[config.mk]
export PLATFORM = sky130hd
export DESIGN_NAME = fp_exp2
export DESIGN_NICKNAME = d
export VERILOG_FILES = /design/src/rtl/fp_exp2_pkg.sv /design/src/rtl/fp_exp2_rom.sv /design/src/rtl/fp_exp2.sv
export SDC_FILE = /design/constraint.sdc
export NUM_CORES = 2
export LEC_CHECK = 0
export BUFFER_PORTS_ARGS = -buffer_cell sky130_fd_sc_hd__buf_2
export CAP_MARGIN = 5
export CORE_UTILIZATION = 50
export CTS_CLUSTER_SIZE = 8
export DETAILED_ROUTE_END_ITERATION = 8
export PLACE_DENSITY = 0.67
export SLEW_MARGIN = 15
export SYNTH_ARGS = -nofsm -noshare
export SYNTH_HDL_FRONTEND = slang
export SYNTH_SLANG_ARGS = --single-unit
export TNS_END_PERCENT = 50
[constraint.sdc]
create_clock -name clk -period 9.01 [get_ports clk]
set_clock_uncertainty 0.2 [all_clocks]
set_input_delay 0.4505 -clock clk [delete_from_list [all_inputs] [get_ports clk]]
set_output_delay 0.4505 -clock clk [all_outputs]
set_load 0.01 [all_outputs]
[src/rtl/fp_exp2_pkg.sv]
// Shared types and constants for the 2^x unit, plus the elaboration-time C_k table builder.
// Latency: none (definitions only).
// Backpressure: not applicable.
package fp_exp2_pkg;

    localparam int FRAC_W = 24;
    localparam int ACC_W  = 32;
    localparam int ITER_N = 24;

    localparam logic [31:0]      QNAN    = 32'h7FC0_0000;
    localparam logic [31:0]      PINF    = 32'h7F80_0000;
    localparam logic [31:0]      ONE     = 32'h3F80_0000;
    localparam logic [ACC_W-1:0] ACC_ONE = 32'h4000_0000;

    typedef enum logic [2:0] {ST_IDLE, ST_CONV, ST_ITER, ST_PACK, ST_DONE} state_t;

    typedef enum logic [2:0] {SP_NONE, SP_NAN, SP_PINF, SP_NINF, SP_OVF, SP_UFL} special_t;

    typedef struct packed {
        logic invalid;
        logic overflow;
        logic underflow;
    } status_t;

    typedef logic [31:0][ACC_W-1:0] c_tab_t;

    // Round-to-nearest integer square root, used only to build constant tables.
    function automatic logic [31:0] isqrt_rnd(input logic [63:0] v);
        logic [31:0] r;
        logic [31:0] t;
        logic [63:0] rem;
        r = '0;
        for (int i = 31; i >= 0; i--) begin
            t = r | (32'd1 << i);
            if (({32'd0, t} * {32'd0, t}) <= v) r = t;
        end
        rem = v - ({32'd0, r} * {32'd0, r});
        if (rem > {32'd0, r}) r = r + 32'd1;
        return r;
    endfunction

    // C_k = 2^(2^-k) in Q2.30 is the square root of C_(k-1), starting from 2.0.
    function automatic c_tab_t build_c_tab();
        c_tab_t           t;
        logic [ACC_W-1:0] c;
        c = 32'h8000_0000;
        for (int k = 0; k < 32; k++) begin
            if (k >= 1 && k <= ITER_N) begin
                c = isqrt_rnd({2'b00, c, 30'd0});
                t[5'(k)] = c;
            end else begin
                t[5'(k)] = ACC_ONE;
            end
        end
        return t;
    endfunction

endpackage

[src/rtl/fp_exp2_rom.sv]
// Constant table of C_k = 2^(2^-k) in Q2.30; index 0 and above 24 give 1.0.
// Latency: combinational.
// Backpressure: none.
module fp_exp2_rom
    import fp_exp2_pkg::*;
(
    input  logic [4:0]       k,
    output logic [ACC_W-1:0] c_k
);

    localparam c_tab_t C_TAB = build_c_tab();

    assign c_k = C_TAB[k];

endmodule

[src/rtl/fp_exp2.sv]
// binary32 2^x from XOR-shared operand via shift-and-multiply over the fraction bits; FP_EXP2_ROUND_EN selects RNE over truncation.
// Latency: fixed 26 cycles from accept to out_valid for every operand.
// Backpressure: one operation in flight; in_ready only when idle, result held in DONE until out_ready.
module fp_exp2
    import fp_exp2_pkg::*;
#(
    parameter int SIG_WIDTH = 23,
    parameter int EXP_WIDTH = 8
) (
    input  logic                           clk,
    input  logic                           rst_n,
    input  logic [SIG_WIDTH+EXP_WIDTH:0]   g_input,
    input  logic [SIG_WIDTH+EXP_WIDTH:0]   e_input,
    input  logic                           in_valid,
    output logic                           in_ready,
    output logic [SIG_WIDTH+EXP_WIDTH:0]   o,
    output logic                           out_valid,
    input  logic                           out_ready,
    output logic [2:0]                     status
);

    localparam int W = SIG_WIDTH + EXP_WIDTH + 1;

    state_t            state_q, state_d;
    logic [W-1:0]      g_q, e_q, num, o_q;
    logic [7:0]        int_q;
    logic [FRAC_W-1:0] frac_q;
    special_t          special_q, special;
    logic [4:0]        cnt_q;
    logic [ACC_W-1:0]  acc_q, acc_nxt, c_k;
    logic [63:0]       prod;
    status_t           status_q, res_st;
    logic [31:0]       res;

    logic              sgn;
    logic [7:0]        bexp;
    logic [23:0]       mant24;
    logic [31:0]       mag, fix;
    logic              rnd_up;
    logic [23:0]       mant_sum;
    logic [9:0]        e_sum;
    logic              e_ufl, e_ovf;
    logic              dp_unused;

    // CONV: shares are combined only after registration
    assign num    = g_q ^ e_q;
    assign sgn    = num[31];
    assign bexp   = num[30:23];
    assign mant24 = {1'b1, num[22:0]};

    // Magnitude in Q8.24; anything below 2^-24 truncates to zero
    always_comb begin
        mag = '0;
        if (bexp >= 8'd126)
            mag = {8'd0, mant24} << (bexp - 8'd126);
        else if (bexp >= 8'd103)
            mag = {8'd0, mant24} >> (8'd126 - bexp);
    end

    assign fix = sgn ? (~mag + 32'd1) : mag;

    always_comb begin
        special = SP_NONE;
        if (bexp == 8'hFF)
            special = (num[22:0] != 23'd0) ? SP_NAN : (sgn ? SP_NINF : SP_PINF);
        else if (bexp >= 8'd134)
            special = sgn ? SP_UFL : SP_OVF;
        else if (sgn && mag > 32'h7E00_0000)
            special = SP_UFL;
    end

    // ITER: single multiplier shared across all iterations
    fp_exp2_rom u_rom (
        .k   (cnt_q),
        .c_k (c_k)
    );

    assign prod    = {32'd0, acc_q} * {32'd0, c_k};
    assign acc_nxt = frac_q[FRAC_W-1] ? prod[61:30] : acc_q;

`ifdef FP_EXP2_ROUND_EN
    assign rnd_up = acc_q[6] & (acc_q[7] | (|acc_q[5:0]));
`else
    assign rnd_up = 1'b0;
`endif

    // PACK: mantissa carry bumps the exponent
    assign mant_sum = {1'b0, acc_q[29:7]} + {23'd0, rnd_up};
    assign e_sum    = {{2{int_q[7]}}, int_q} + {2'd0, ONE[30:23]} + {9'd0, mant_sum[23]};
    assign e_ufl    = e_sum[9] | (e_sum == 10'd0);
    assign e_ovf    = ~e_sum[9] & (e_sum > 10'd254);

    always_comb begin
        res    = '0;
        res_st = '0;
        case (special_q)
            SP_NAN:  begin res = QNAN; res_st.invalid   = 1'b1; end
            SP_PINF: res = PINF;
            SP_NINF: res = '0;
            SP_OVF:  begin res = PINF; res_st.overflow  = 1'b1; end
            SP_UFL:  begin res = '0;   res_st.underflow = 1'b1; end
            default: begin
                if (e_ovf) begin
                    res             = PINF;
                    res_st.overflow = 1'b1;
                end else if (e_ufl) begin
                    res              = '0;
                    res_st.underflow = 1'b1;
                end else begin
                    res = {1'b0, e_sum[7:0], mant_sum[22:0]};
                end
            end
        endcase
    end

    assign dp_unused = ^{acc_q[31:30], acc_q[6:0], prod[63:62], prod[29:0]};

    always_ff @(posedge clk or negedge rst_n) begin
        if (!rst_n) state_q <= ST_IDLE;
        else        state_q <= state_d;
    end

    always_comb begin
        state_d   = state_q;
        in_ready  = 1'b0;
        out_valid = 1'b0;
        case (state_q)
            ST_IDLE: begin
                in_ready = 1'b1;
                if (in_valid) state_d = ST_CONV;
            end
            ST_CONV: state_d = ST_ITER;
            ST_ITER: if (cnt_q == 5'(ITER_N)) state_d = ST_PACK;
            ST_PACK: state_d = ST_DONE;
            ST_DONE: begin
                out_valid = 1'b1;
                if (out_ready) state_d = ST_IDLE;
            end
            default: state_d = ST_IDLE;
        endcase
    end

    always_ff @(posedge clk or negedge rst_n) begin
        if (!rst_n) begin
            g_q       <= '0;
            e_q       <= '0;
            int_q     <= '0;
            frac_q    <= '0;
            special_q <= SP_NONE;
            cnt_q     <= '0;
            acc_q     <= '0;
            o_q       <= '0;
            status_q  <= '0;
        end else begin
            case (state_q)
                ST_IDLE: if (in_valid) begin
                    g_q <= g_input;
                    e_q <= e_input;
                end
                ST_CONV: begin
                    int_q     <= fix[31:24];
                    frac_q    <= fix[23:0];
                    special_q <= special;
                    acc_q     <= ACC_ONE;
                    cnt_q     <= 5'd1;
                end
                ST_ITER: begin
                    acc_q  <= acc_nxt;
                    frac_q <= frac_q << 1;
                    cnt_q  <= cnt_q + 5'd1;
                end
                ST_PACK: begin
                    o_q      <= res;
                    status_q <= res_st;
                end
                default: ;
            endcase
        end
    end

    assign o      = o_q;
    assign status = status_q;

endmodule

# Yosys cells after proc, flatten, opt, wreduce, memory -nomap -nowiden
# Memories as Yosys holds them, arrays and structs flattened.
# Cells that the tools add are included.
[word_totals] reg_bits=174 latch_bits=0 ramBits=0 rom_bits=1024 out_inout_bits=37 elab_cells=88 mem_count=1
[op_classes] addsub=5 n_mul=1 n_div=0 order_cmp=6 eq_ne=15 shifts=2 n_mux=29 bitwise=5 reduce_logical=12
[mem_list] memory="(name not given)" words=32 width=32 read_ports=1 rd_clocked_by_memory_dff=0 wr=0 line_no="fp_exp2_rom.sv:13" rtl="assign c_k = C_TAB[k];"
[op_table] op="$mux 32" n=6
[op_table] op="$pmux 32 s3" n=1
[op_table] op="$pmux 32 s2" n=1
[op_table] op="$mul 32x32->62" n=1
[op_table] op="$pmux 24 s2" n=1
[op_table] op="$add 32x1->32 const B" n=1
[op_table] op="$gt 32x31->1 const B" n=1
[op_table] op="$not 32->32" n=1
[op_table] op="$shl 24x8->32" n=1
[op_table] op="$shr 24x8->32" n=1
[op_table] op="$xor 32x32->32" n=1
[op_table] op="$mux 31" n=1
[op_table] op="$reduce_bool 23->1" n=1
[op_table] op="$mux 3" n=6
[op_table] op="$ge 8x7->1 const B" n=2
[op_table] op="$pmux 3 s5" n=1
[op_table] op="$eq 3x2->1 const B" n=4
[op_table] op="$gt 10x8->1 const B" n=1
[op_table] op="$logic_not 10->1" n=1
[op_table] op="$pmux 5 s2" n=1
[op_table] op="$add 8x8->9 const B" n=1
[op_table] op="$eq 3x3->1 const B" n=3
[op_table] op="$eq 8x8->1 const B" n=1
[op_table] op="$ge 8x8->1 const B" n=1
[op_table] op="20 further kinds" n=35

# Depth between registers and ports, before layout
[logic_depth] depth_word=10 ltp_mapped=35 depth_no_buf=33

# Hierarchy
# From an unflattened synthesis, not the netlist that was laid out.
[hier_totals] cells_unflattened=4717 hier_area_um2=44033.5
[by_module_without_submodules] module="fp_exp2" instances=1 cells_per_inst=4610 area_per_inst_um2=43294.0 seq_area_each_um2=4329.2
[by_module_without_submodules] module="fp_exp2_rom" instances=1 cells_per_inst=107 area_per_inst_um2=739.5 seq_area_each_um2=0.0

# Worst setup path after synthesis
# Ideal clock, no wire load.
[synth_timing] kind="register to register" from="register cnt_q[0]" to="register acc_q[31]" setup_ns=0.133 arrival_time_ns=8.554 required_ns=8.677 setup_slack_ns=0.123 path_stages_with_launch=34 path_buffers=2 synth_period_minus_slack_ns=8.887 path_cell_list="dfrtp_1 -> clkbuf_1 -> inv_1 -> ha_1 -> nor2b_1 -> nor2b_1 -> nor3_1 -> a21o_1 -> clkbuf_1 -> and2_1 -> fa_1 -> inv_1 -> fa_1 -> fa_1 -> fa_1 -> inv_1 -> fa_1 -> inv_1 -> fa_1 -> inv_1 -> fa_1 -> fa_1 -> ha_1 -> and2_1 -> nand4_1 -> or3_1 -> a211oi_1 -> o31ai_1 -> a2111oi_0 -> o31ai_1 -> o21ai_0 -> a31oi_1 -> xnor2_1 -> o21ai_0"
[synth_between] elab_chain_len=5
[synth_rtl] element="start: declaration" line_no="fp_exp2.sv:29" rtl="logic [4:0] cnt_q;"
[synth_rtl] element="start signal: assignment" line_no="fp_exp2.sv:170" rtl="cnt_q <= cnt_q + 5'd1;"
[synth_rtl] element="$mem_v2 32x32"
[synth_rtl] element="$mux 32 (implied by the code)" line_no="fp_exp2_rom.sv:13"
[synth_rtl] element="$mul 32x32->62" line_no="fp_exp2.sv:78" rtl="assign prod = {32'd0, acc_q} * {32'd0, c_k};"
[synth_rtl] element="$mux 32" line_no="fp_exp2.sv:79" rtl="assign acc_nxt = frac_q[FRAC_W-1] ? prod[61:30] : acc_q;"
[synth_rtl] element="$pmux 32 s2" line_no="fp_exp2.sv:155" rtl="case (state_q)"
[synth_rtl] element="end signal: assignment" line_no="fp_exp2.sv:168" rtl="acc_q <= acc_nxt;"
[synth_rtl] element="end: declaration" line_no="fp_exp2.sv:30" rtl="logic [ACC_W-1:0] acc_q, acc_nxt, c_k;"
# No other way between the ends. The select of a mux whose other input is x is not followed.
# A chain may end at the register's enable or synchronous reset.

# Worst setup path after layout
[layout_timing] from="register cnt_q[1]" to="register acc_q[27]"
# The elaborated chain is that of the path after synthesis.

==> impl_metrics.env <==
export IMPL_fp_dieH_um=294.3
export IMPL_synth_area_per_cell_sq_um=9.240
export IMPL_cpMostUsedCell="fa_1"
export IMPL_final_cells=5986
export IMPL_initial_utilization_pct=50.80
export IMPL_cp_buffers_inverters=10
export IMPL_finalSetupViolCount=0
export IMPL_critPathMaxStageDelay_ns=0.56
export IMPL_root_buffer="clkbuf_16"
export IMPL_clock_latency_ns=0.48
export IMPL_overflow=0
export IMPL_status="complete, no violations"
export IMPL_max_slew_margin_rel_pct=22.35
export IMPL_clock_sinks=173
export IMPL_use_met3_pct=4.170
export IMPL_ys_seq_area_share_pct=10.13
export IMPL_wire_per_inst_um=20.54
export IMPL_final_common_cell="inv_1"
export IMPL_use_met1_pct=39.80
export IMPL_htreeDepth=4
export IMPL_drt_antenna_violating_nets=0
export IMPL_path_depth=35
export IMPL_whs_ns=0.01371
export IMPL_clkTransAtPathRegs_ns=0.08
export IMPL_hold_class="primary input to flip-flop"
export IMPL_final_cell_mix="903 x inv_1, 827 x fa_1, 528 x nand2_1, 410 x and2_1, 296 x buf_4"
export IMPL_vias_per_cell=5.552
export IMPL_gp_congestion=0.9822
export IMPL_rsz0062_at_grt="true"
export IMPL_period_share_pct=98.88
export IMPL_grt_pass1_wl_mm=195.0
export IMPL_antenna_found_initial=5
export IMPL_cts_buffers=17
export IMPL_cp_start_kind="flip-flop"
export IMPL_yosys_cell_types_count=102
export IMPL_num_rows=106
export IMPL_ys_flop_type="dfrtp_1"
export IMPL_syn_nets=5815
export IMPL_setup_tns_ns=0
export IMPL_drive_gt1_share_pct=14.70
export IMPL_die_area_sq_um=86600
export IMPL_cts_tree="built"
export IMPL_syn_area_sq_um=42720
export IMPL_maxSlewViolCount=0
export IMPL_yosysWarningCount=0
export IMPL_grt_use_total_pct=29.30
export IMPL_synth_seq_cells=173
export IMPL_slowest_stage="fa_1"
export IMPL_place_inst=5877
export IMPL_worstMarginPinSlew_ns=1.161
export IMPL_crit_arrival_ns=9.00
export IMPL_hpwl_mm=96.72
export IMPL_period_minus_slack_ns=8.909
export IMPL_met2_usage_pct=48.40
export IMPL_grt_max_degree=73
export IMPL_critical_path_required_ns=9.10
export IMPL_maxCapViolCount=0
export IMPL_drc=0
export IMPL_dr_total_vias=33240
export IMPL_hold_violations=0
export IMPL_syn2layout_area_growth_pct=12.38
export IMPL_critPathTopFamily="adder cells"
export IMPL_end_kind="flip-flop"
export IMPL_core_area_sq_um=84090
export IMPL_async_flop_share_pct=100.0
export IMPL_dieWidth_um=294.3
export IMPL_timing_fmax_mhz=112.2
export IMPL_synthCells=4623
export IMPL_hold_depth=2
export IMPL_fin_nets=6030
export IMPL_ios=105
export IMPL_synth_edf_count=0
export IMPL_grt_busiest_layer="met2"
export IMPL_grt_pass1_vias=34340
export IMPL_clk_path_buf_depth=2
export IMPL_routed_wl_mm=123.0
export IMPL_port_buffers=103
export IMPL_drt_initial_drc_count=2589
export IMPL_crit_fanout=7
export IMPL_first_pass_iters=6
export IMPL_reg2reg_depth=35
export IMPL_crit_type="flip-flop to flip-flop"
cells by family (layout without fill, tap and decap cells):
kind of cell               Yosys count  count (layout)  synth area share (%)
buffers and inverters             1203            1430                 10.78
other                                1               2              0.008779
DFF                                173             173                 10.13
muxes                              144             144                 4.619
adders and majority gates         1124            1124                 47.58
AOI/OAI and AO/OA                  469             470                 7.387
xor gates and xnor gates           136             136                 3.002
and+or+nand+nor                   1373            1373                 16.49
area by class of cell:
| class | instances | area, sq um |
|---|---|---|
| Timing Repair Buffer | 483 | 3862 |
| Antenna cell | 1 | 2.502 |
| Inverter | 915 | 3440 |
| Tap cell | 1134 | 1419 |
| Clock inverter | 14 | 165.2 |
| Multi-Input combinational cell | 3248 | 34340 |
| Fill cell | 7431 | 36080 |
| Sequential cell | 173 | 4332 |
| Clock buffer | 18 | 439.2 |
worst register-to-register path: cells and delay by family (launching register included):
| family | cells | cell delay [ns] |
|---|---|---|
| adder cells (fa/ha/maj) | 10 | 4.27 |
| AND/OR/NAND/NOR | 7 | 1.29 |
| AO/OA/AOI/OAI | 7 | 1.24 |
| buffers and inverters | 10 | 1.09 |
| flip-flops | 1 | 0.47 |
| XOR/XNOR | 1 | 0.17 |
worst paths after layout:
| path | to | slack, ns | startpoint |
|---|---|---|---|
| worst max-delay path | acc_q[27]$_DFFE_PN0P_ | 0.10 | cnt_q[1]$_DFFE_PN0P_ |
| worst min-delay path | e_q[16]$_DFFE_PN0P_ | 0.01 | e_input[16] |
| worst max register to register | acc_q[27]$_DFFE_PN0P_ | 0.10 | cnt_q[1]$_DFFE_PN0P_ |
| worst min register to register | frac_q[0]$_DFFE_PN0P_ | 0.29 | frac_q[0]$_DFFE_PN0P_ |
| max in group asynchronous | cnt_q[1]$_DFFE_PN0P_ | 6.31 | rst_n |
| min in group asynchronous | e_q[28]$_DFFE_PN0P_ | 0.30 | rst_n |
layer usage:
metal	routed length, um	part of all wire [%]	vias up
met5	38	0.031	-
met4	4566	3.7	6
met3	9602	7.8	224
met2	58250	47	1326
met1	50500	41	16920
li1	-	-	14760
metrics by stage:
stage	cell area [sq um]	util [%]	worst slack, ns
finish	48000	57.09	0.1011
global route	48000	57.09	-0.1650
CTS	47330	56.29	0.006127
detailed placement	46200	54.95	-0.4562
global placement	46200	54.95	-0.2985
floorplan	42720	-	0.1232
what timing repair did:
item | 4_1_cts | 5_1_grt
endpoints found under the setup margin | 21 | 25
hold endpoints to repair | 97 | 0
buffers inserted | 4 | 33
hold buffers | 39 | 0
cloned | 0 | 1
pin swaps | 5 | 63
gates resized for setup | 21 | 105
cell usage after synthesis (all sizes together) (24+ instances only):
master  number  area [sq um]
inv        913          3430
fa         834         16700
nand2      532          1997
and2       416          2603
ha         290          3628
clkbuf     258         969.7
dfrtp      173          4329
o21ai      124         620.6
nor2        96         367.8
a21oi       86         434.2
xnor2       77         681.9
nand3       76         385.4
mux2        73         822.0
xor2        55         508.0
and3        54         342.8
nor3        47         251.5
nor2b       38         237.7
mux2i       37         370.4
a21o        36         270.3
mux4        34         780.8
buf         30         196.5
nand4       29         202.7
a22o        27         236.5
a31oi       26         168.9
a22oi       25         187.7
a211oi      24         197.7
state kept, by name (all words and copies together) (netlist names):
register / count
acc_q: 32
cnt_q: 5
e_q: 32
frac_q: 24
g_q: 32
int_q: 8
o: 31
special_q: 3
state_q: 3
status: 3
Power is not shown: default switching activity piles up to over one toggle a cycle in this logic, so the estimate is an artifact.
